===== src/rtl/kart_motion_sequencer_if.sv =====
// ============================================================================
// Module      : kart_motion_sequencer_if
// Description : Frame-strobe, kart-state, shared trig ROM and dx/dy result
//               bundle for kart_motion_sequencer.
// Revision    : 1.0 - initial release
// ============================================================================
`default_nettype none

interface kart_motion_sequencer_if #(
  parameter int NUM_KARTS = 2
);
  logic                      frame_start;
  logic [9*NUM_KARTS-1:0]    dir_in;
  logic [10:0]               speed_in;
  logic [8:0]                rom_addr;
  logic signed [10:0]        rom_cos;
  logic signed [10:0]        rom_sin;
  logic [12*NUM_KARTS-1:0]   dx_out;
  logic [12*NUM_KARTS-1:0]   dy_out;
  logic                      busy;
  logic                      done;
  logic                      dir_err;
  logic                      overrun;

  // Environment side: kart state, frame strobe and the ROM data.
  modport master (
    output frame_start, dir_in, speed_in, rom_cos, rom_sin,
    input  rom_addr, dx_out, dy_out, busy, done, dir_err, overrun
  );

  // Sequencer side.
  modport slave (
    input  frame_start, dir_in, speed_in, rom_cos, rom_sin,
    output rom_addr, dx_out, dy_out, busy, done, dir_err, overrun
  );
endinterface

`default_nettype wire


===== src/rtl/kart_motion_sequencer.sv =====
// ============================================================================
// Module      : kart_motion_sequencer
// Description : Per-frame scheduler sharing one sin/cos ROM pair between karts,
//               producing saturated signed dx/dy increments per kart.
// Revision    : 1.0 - initial release
// ============================================================================
`default_nettype none

module kart_motion_sequencer #(
  parameter int NUM_KARTS   = 2,
  parameter int ROM_LATENCY = 2,
  parameter int FRAC_SHIFT  = 9
) (
  input wire clk,
  input wire rst,
  kart_motion_sequencer_if.slave bus
);

  localparam int KW = (NUM_KARTS > 1) ? $clog2(NUM_KARTS) : 1;
  localparam int CW = $clog2(ROM_LATENCY + 2);
  localparam int PW = 23;

  localparam logic [KW-1:0]          LAST_K   = KW'(NUM_KARTS - 1);
  localparam logic [CW-1:0]          CNT_LOAD = CW'(ROM_LATENCY);
  localparam logic signed [PW-1:0]   BIAS     = PW'((1 << FRAC_SHIFT) - 1);
  localparam logic signed [PW-1:0]   SAT_MAX  = 23'sd2047;
  localparam logic signed [PW-1:0]   SAT_MIN  = -23'sd2048;

  typedef enum logic [2:0] {
    S_IDLE    = 3'd0,
    S_ISSUE   = 3'd1,
    S_WAIT    = 3'd2,
    S_CAPTURE = 3'd3,
    S_COMMIT  = 3'd4
  } state_t;

  state_t                   state_q, state_d;
  logic [KW-1:0]            k_q;
  logic [CW-1:0]            cnt_q;
  logic [9*NUM_KARTS-1:0]   dir_snap_q;
  logic [10:0]              speed_q;
  logic [8:0]               rom_addr_q;
  logic [12*NUM_KARTS-1:0]  shadow_dx_q;
  logic [12*NUM_KARTS-1:0]  shadow_dy_q;
  logic [12*NUM_KARTS-1:0]  dx_out_q;
  logic [12*NUM_KARTS-1:0]  dy_out_q;
  logic                     busy_q;
  logic                     done_q;
  logic                     dir_err_q;
  logic                     overrun_q;

  // Division by 2**FRAC_SHIFT rounding toward zero: bias negatives before the shift.
  function automatic logic signed [PW-1:0] div_trunc(input logic signed [PW-1:0] p);
    logic signed [PW-1:0] biased;
    biased = p[PW-1] ? (p + BIAS) : p;
    return biased >>> FRAC_SHIFT;
  endfunction

  function automatic logic signed [11:0] sat12(input logic signed [PW-1:0] v);
    if (v > SAT_MAX) begin
      return 12'sh7FF;
    end else if (v < SAT_MIN) begin
      return 12'sh800;
    end else begin
      return v[11:0];
    end
  endfunction

  logic [8:0]              w_dir_k;
  logic                    w_dir_bad;
  logic signed [PW-1:0]    w_spd_ext;
  logic signed [PW-1:0]    w_cos_ext;
  logic signed [PW-1:0]    w_sin_ext;
  logic signed [PW-1:0]    w_px;
  logic signed [PW-1:0]    w_py;
  logic signed [PW-1:0]    w_qx;
  logic signed [PW-1:0]    w_qy;
  logic signed [11:0]      w_dx;
  logic signed [11:0]      w_dy;

  assign w_dir_k   = dir_snap_q[9*k_q +: 9];
  assign w_dir_bad = (w_dir_k >= 9'd360);

  assign w_spd_ext = {{(PW-11){1'b0}}, speed_q};
  assign w_cos_ext = {{(PW-11){bus.rom_cos[10]}}, bus.rom_cos};
  assign w_sin_ext = {{(PW-11){bus.rom_sin[10]}}, bus.rom_sin};
  assign w_px      = w_spd_ext * w_cos_ext;
  assign w_py      = w_spd_ext * w_sin_ext;
  assign w_qx      = div_trunc(w_px);
  assign w_qy      = div_trunc(w_py);
  // Screen y grows downward, so a positive sine moves the kart up.
  assign w_dx      = sat12(w_qx);
  assign w_dy      = sat12(-w_qy);

  always_ff @(posedge clk) begin
    if (rst) begin
      state_q <= S_IDLE;
    end else begin
      state_q <= state_d;
    end
  end

  always_comb begin
    state_d = state_q;
    unique case (state_q)
      S_IDLE:    if (bus.frame_start) state_d = S_ISSUE;
      S_ISSUE:   state_d = S_WAIT;
      S_WAIT:    if (cnt_q == '0) state_d = S_CAPTURE;
      S_CAPTURE: state_d = (k_q == LAST_K) ? S_COMMIT : S_ISSUE;
      S_COMMIT:  state_d = S_IDLE;
      default:   state_d = S_IDLE;
    endcase
  end

  always_ff @(posedge clk) begin
    if (rst) begin
      k_q         <= '0;
      cnt_q       <= '0;
      dir_snap_q  <= '0;
      speed_q     <= '0;
      rom_addr_q  <= '0;
      shadow_dx_q <= '0;
      shadow_dy_q <= '0;
      dx_out_q    <= '0;
      dy_out_q    <= '0;
      busy_q      <= 1'b0;
      done_q      <= 1'b0;
      dir_err_q   <= 1'b0;
      overrun_q   <= 1'b0;
    end else begin
      done_q <= 1'b0;
      // Any strobe outside IDLE, including the COMMIT edge, is dropped.
      if (bus.frame_start && (state_q != S_IDLE)) begin
        overrun_q <= 1'b1;
      end
      unique case (state_q)
        S_IDLE: begin
          if (bus.frame_start) begin
            dir_snap_q <= bus.dir_in;
            speed_q    <= bus.speed_in;
            busy_q     <= 1'b1;
            k_q        <= '0;
          end
        end
        S_ISSUE: begin
          rom_addr_q <= w_dir_bad ? 9'd0 : w_dir_k;
          if (w_dir_bad) begin
            dir_err_q <= 1'b1;
          end
          cnt_q <= CNT_LOAD;
        end
        S_WAIT: begin
          if (cnt_q != '0) begin
            cnt_q <= cnt_q - 1'b1;
          end
        end
        S_CAPTURE: begin
          shadow_dx_q[12*k_q +: 12] <= w_dx;
          shadow_dy_q[12*k_q +: 12] <= w_dy;
          if (k_q != LAST_K) begin
            k_q <= k_q + 1'b1;
          end
        end
        S_COMMIT: begin
          dx_out_q <= shadow_dx_q;
          dy_out_q <= shadow_dy_q;
          busy_q   <= 1'b0;
          done_q   <= 1'b1;
        end
        default: begin
        end
      endcase
    end
  end

  assign bus.rom_addr = rom_addr_q;
  assign bus.dx_out   = dx_out_q;
  assign bus.dy_out   = dy_out_q;
  assign bus.busy     = busy_q;
  assign bus.done     = done_q;
  assign bus.dir_err  = dir_err_q;
  assign bus.overrun  = overrun_q;

endmodule

`default_nettype wire

===== src/flat_wrapper.sv =====
// flat-port wrapper written by rule: the top's interface ports become plain ports
module kart_motion_sequencer_flat 
#(
  parameter int NUM_KARTS   = 2,
  parameter int ROM_LATENCY = 2,
  parameter int FRAC_SHIFT  = 9
)
  (clk, rst, bus_frame_start, bus_dir_in, bus_speed_in, bus_rom_cos, bus_rom_sin, bus_rom_addr, bus_dx_out, bus_dy_out, bus_busy, bus_done, bus_dir_err, bus_overrun);
  kart_motion_sequencer_if #(.NUM_KARTS(NUM_KARTS)) bus_i ();
  input wire clk;
  input wire rst;
  input wire logic [$bits(bus_i.frame_start)-1:0] bus_frame_start;
  input wire logic [$bits(bus_i.dir_in)-1:0] bus_dir_in;
  input wire logic [$bits(bus_i.speed_in)-1:0] bus_speed_in;
  input wire logic [$bits(bus_i.rom_cos)-1:0] bus_rom_cos;
  input wire logic [$bits(bus_i.rom_sin)-1:0] bus_rom_sin;
  output wire logic [$bits(bus_i.rom_addr)-1:0] bus_rom_addr;
  output wire logic [$bits(bus_i.dx_out)-1:0] bus_dx_out;
  output wire logic [$bits(bus_i.dy_out)-1:0] bus_dy_out;
  output wire logic [$bits(bus_i.busy)-1:0] bus_busy;
  output wire logic [$bits(bus_i.done)-1:0] bus_done;
  output wire logic [$bits(bus_i.dir_err)-1:0] bus_dir_err;
  output wire logic [$bits(bus_i.overrun)-1:0] bus_overrun;
  assign bus_i.frame_start = bus_frame_start;
  assign bus_i.dir_in = bus_dir_in;
  assign bus_i.speed_in = bus_speed_in;
  assign bus_i.rom_cos = bus_rom_cos;
  assign bus_i.rom_sin = bus_rom_sin;
  assign bus_rom_addr = bus_i.rom_addr;
  assign bus_dx_out = bus_i.dx_out;
  assign bus_dy_out = bus_i.dy_out;
  assign bus_busy = bus_i.busy;
  assign bus_done = bus_i.done;
  assign bus_dir_err = bus_i.dir_err;
  assign bus_overrun = bus_i.overrun;
  kart_motion_sequencer #(.NUM_KARTS(NUM_KARTS), .ROM_LATENCY(ROM_LATENCY), .FRAC_SHIFT(FRAC_SHIFT)) u_core (.clk(clk), .rst(rst), .bus(bus_i));
endmodule

===== config.mk =====
export PLATFORM = sky130hd
export DESIGN_NAME = kart_motion_sequencer_flat
export DESIGN_NICKNAME = d
export VERILOG_FILES = /design/src/rtl/kart_motion_sequencer_if.sv /design/src/rtl/kart_motion_sequencer.sv /design/src/flat_wrapper.sv
export SDC_FILE = /design/constraint.sdc
export NUM_CORES = 1
export LEC_CHECK = 0
export CORE_UTILIZATION = 35
export CTS_CLUSTER_DIAMETER = 200
export DETAILED_ROUTE_END_ITERATION = 16
export SYNTH_ARGS = -nofsm -noshare
export SYNTH_HDL_FRONTEND = slang
export SYNTH_SLANG_ARGS = --single-unit

===== constraint.sdc =====
create_clock -name clk -period 12.06 [get_ports clk]
set_input_delay 1.809 -clock clk [delete_from_list [all_inputs] [get_ports clk]]
set_output_delay 1.809 -clock clk [all_outputs]
set_load 0.02 [all_outputs]

==> metrics.txt <==
drc violations=0; setup_tns=0 ns; Async SR Flop Fraction=0%; # setup viols final=0; HP Start=u_core.shadow_dy_q[13]; later-pin clock latency in the skew report=0.42 ns; Die H=208 um; multi-input logic area=10800 um2; Slew headroom=29.5%; crit path kind=input pin to register; VDD IR max=around 0.00011 V; sequential share of the synthesized area=19.4%; GR Util met2=32.7%; crit start category=input pin; antenna cells=0; Syn Std Cell Area=14900 um2; die area=43300 um2; Achievable Freq=94.4 MHz; H-tree depth=4; initial antenna violation count=0; crit-path most repeated cell=fa_1; Reg2Reg Capture Point=u_core.shadow_dy_q[10]; pin count of the biggest net entering global routing=87; vias in the first global route=12400; NumNets Final=approximately 2200; CTS buffer count=17; CTS Root Cell=clkbuf_16; Final Util=about two fifths; post-synthesis mux area share=1.38%; Worst Path Required=12.41 ns; Leak Pwr=7.54 nW; HP Class=register to register; register bit total from synthesis=around 140; vias per cell=5.14; GR peak layer=met2; Top Ports=approximately 120; measured slew at the worst slew-check pin=1.06 ns; Routed WL per cell=roughly 16 um; CTS resizes=0; GPL Wtd Cong=0.864; main flop type after synthesis=dfxtp_1; worst r2r src=u_core.speed_q[2]; Setup Fix Bufs, Post-CTS=0; via count=12100; Post-CTS Hold Buffers=0; Initial Util=35.4%; CP endpoint=u_core.shadow_dy_q[10]; Synth Area in Compound Gates=13.5%; Antenna Violating Nets Remaining=0; Mean Syn Cell Area=8.47 um2; CP max stage cell=clkdlybuf4s50_1; Port Buffer Count=approximately 110; largest family of logic cells by synthesized area=adder cells; Die Wd=roughly 210 um; CTS tree=yes; Worst Setup End Kind=register; deepest clock path buffer count=2; synth warn=0; Max-Cap Viols=0; leading cell types in the layout, fill and taps excluded=nand2_1, inv_1, fa_1; HPWL after detailed placement=about 30000 um; area delta synth->final=14.6%; Crit Path Max Fanout=15; Synth Area in XOR/XNOR=under 10%; CTS clock-pin slew for the worst setup and hold paths=0.06 ns; grt total ovfl=0; commonest non-fill, non-tap cell in the layout=nand2_1; GRT Total Usage=about 18%; Setup crit start=bus_rom_sin[10]; max incr delay on CP=0.57 ns; M3 GR Usage=around 1.7%; syn nets=2116; row count=75; Pwr per Cell Area=approximately 160 nW/um2; FF/Latch Area=slightly below 3000 um2; Cells after Synth=1755; Synth Area in Adders=34.0%; layout cell share with drive strength beyond 1=4.99%; max-slew violations=0; outcome=complete, no violations; RSZ-0062 raised after global routing=false; fillers=about 4200; post-synth cell types=87; total iterations of the first detailed-routing run=5; Core ar.=approximately 42000 um2; TritonCTS Sinks=between 100 and 150; Synth Area in Simple Gates=20.7%; Post-synth EDFFs=0; Final Hold Vio Count=0; Final Cycle Share=between 80% and 90%; fin crit period=around 11 ns; Reg2Reg Depth=29; routed wire length=37300 um; arrival time at the worst endpoint=10.94 ns; Starting DRT DRC Count=556; GR Util met1=~22%; Clock Skew=0.0140 ns; first-pass GRT wire length=approximately 63000 um; Reg2Reg Setup Slack=3.13 ns
==> per-stage QoR <==
stage	instances	hold slack (ns)	total power [mW]	instance area, um2	setup slack (ns)
floorplan	1755	0.427	1.82	14900	2.59
global placement	2330	0.440	2.21	16400	1.36
detailed placement	2330	0.446	2.23	16400	1.14
CTS	2362	0.454	2.76	17000	1.55
global route	2362	0.470	2.99	17000	0.811
finish	2362	0.449	2.74	17000	1.47
==> final cells by class <==
cell class | count | area share (%)
timing repair buffer | 131 | 7.44
multi-input combinational | 1306 | 63.7
inverter | 210 | 4.63
tap | 539 | 3.96
clock buffer | 17 | 2.50
sequential | 144 | 16.9
clock inverter | 15 | 0.867
==> synthesized netlist by cell type (all sizes together), types with 3 or more instances <==
cell     instances  area (um2)
a2111oi          3        32.5
a211o            4        35.0
a211oi          19         148
a21o            13        97.6
a21oi          118         594
a221o           33         330
a221oi           4        41.3
a31oi            6        37.5
a41o             3        30.0
and2           114         713
and3             9        56.3
and4             3        26.3
buf             12        51.3
clkbuf          83         313
dfxtp          144        2880
fa             162        3240
ha             145        1810
inv            209         785
mux2             9         105
mux2i           10         100
nand2          312        1170
nand2b          22         138
nand3           16        80.1
nand4           10        62.6
nor2            79         304
nor2b            6        45.0
nor3            25         130
nor4            10        83.8
nor4b            4        35.0
o2111ai          6        58.8
o211a            6        60.1
o211ai           6        45.0
o21a             9        68.8
o21ai           26         153
o22ai            3        18.8
o311ai           3        26.3
or2              3        18.8
or3             12        85.1
or4              5        45.0
xnor2           37         332
xor2            17         149
==> flip-flops by register name, summed over array words and instances, names as in the netlist <==
name	cells
u_core.state_q	3
u_core.shadow_dy_q	24
u_core.bus.overrun	1
u_core.bus.dir_err	1
u_core.bus.rom_addr	9
u_core.bus.dy_out	24
u_core.dir_snap_q	18
u_core.cnt_q	2
u_core.bus.busy	1
u_core.k_q	1
u_core.bus.done	1
u_core.speed_q	11
u_core.bus.dx_out	24
u_core.shadow_dx_q	24
==> how the worst min path moves through the flow <==
stage / to / slack [ns] / depth (start not counted)
finish: u_core.bus.dy_out[13] / 0.45 / 2
global route: u_core.bus.dy_out[13] / 0.47 / 2
CTS: u_core.bus.dy_out[13] / 0.45 / 2
detailed placement: u_core.bus.dy_out[10] / 0.45 / 2
global placement: u_core.dir_snap_q[17] / 0.44 / 2
floorplan: u_core.bus.dy_out[13] / 0.43 / 2
==> worst max-delay path, delay by kind of cell <==
kind | cells | cell delay [ns]
XOR/XNOR | 1 | 0.37
buffers and inverters | 6 | 1.20
adder cells (fa/ha/maj) | 7 | 3.29
AO/OA/AOI/OAI | 8 | 1.84
AND/OR/NAND/NOR | 8 | 2.39
==> report_power, final <==
part | internal (mW) | leakage, nW | switching (mW)
sequential | 0.499 | 1.17 | 0.0187
clock | 0.290 | 0.279 | 0.226
combinational | 0.652 | 6.10 | 1.06
==> per-layer routing <==
layer,share of wire [%],vias to the layer above
li1,-,5905
met1,43,5964
met5,0,-
met3,3.0,56
met4,2.6,0
met2,51,224
==> kinds of logic (layout without fill, tap and decap cells) <==
family / count (synthesis) / count (layout)
mux: 19 / 19
xor+xnor: 54 / 54
flops: 144 / 144
buf+inv: 305 / 373
fa+ha+maj: 307 / 307
simple gates: 640 / 640
compound gates: 286 / 286
(Power assumes the default switching activity.)
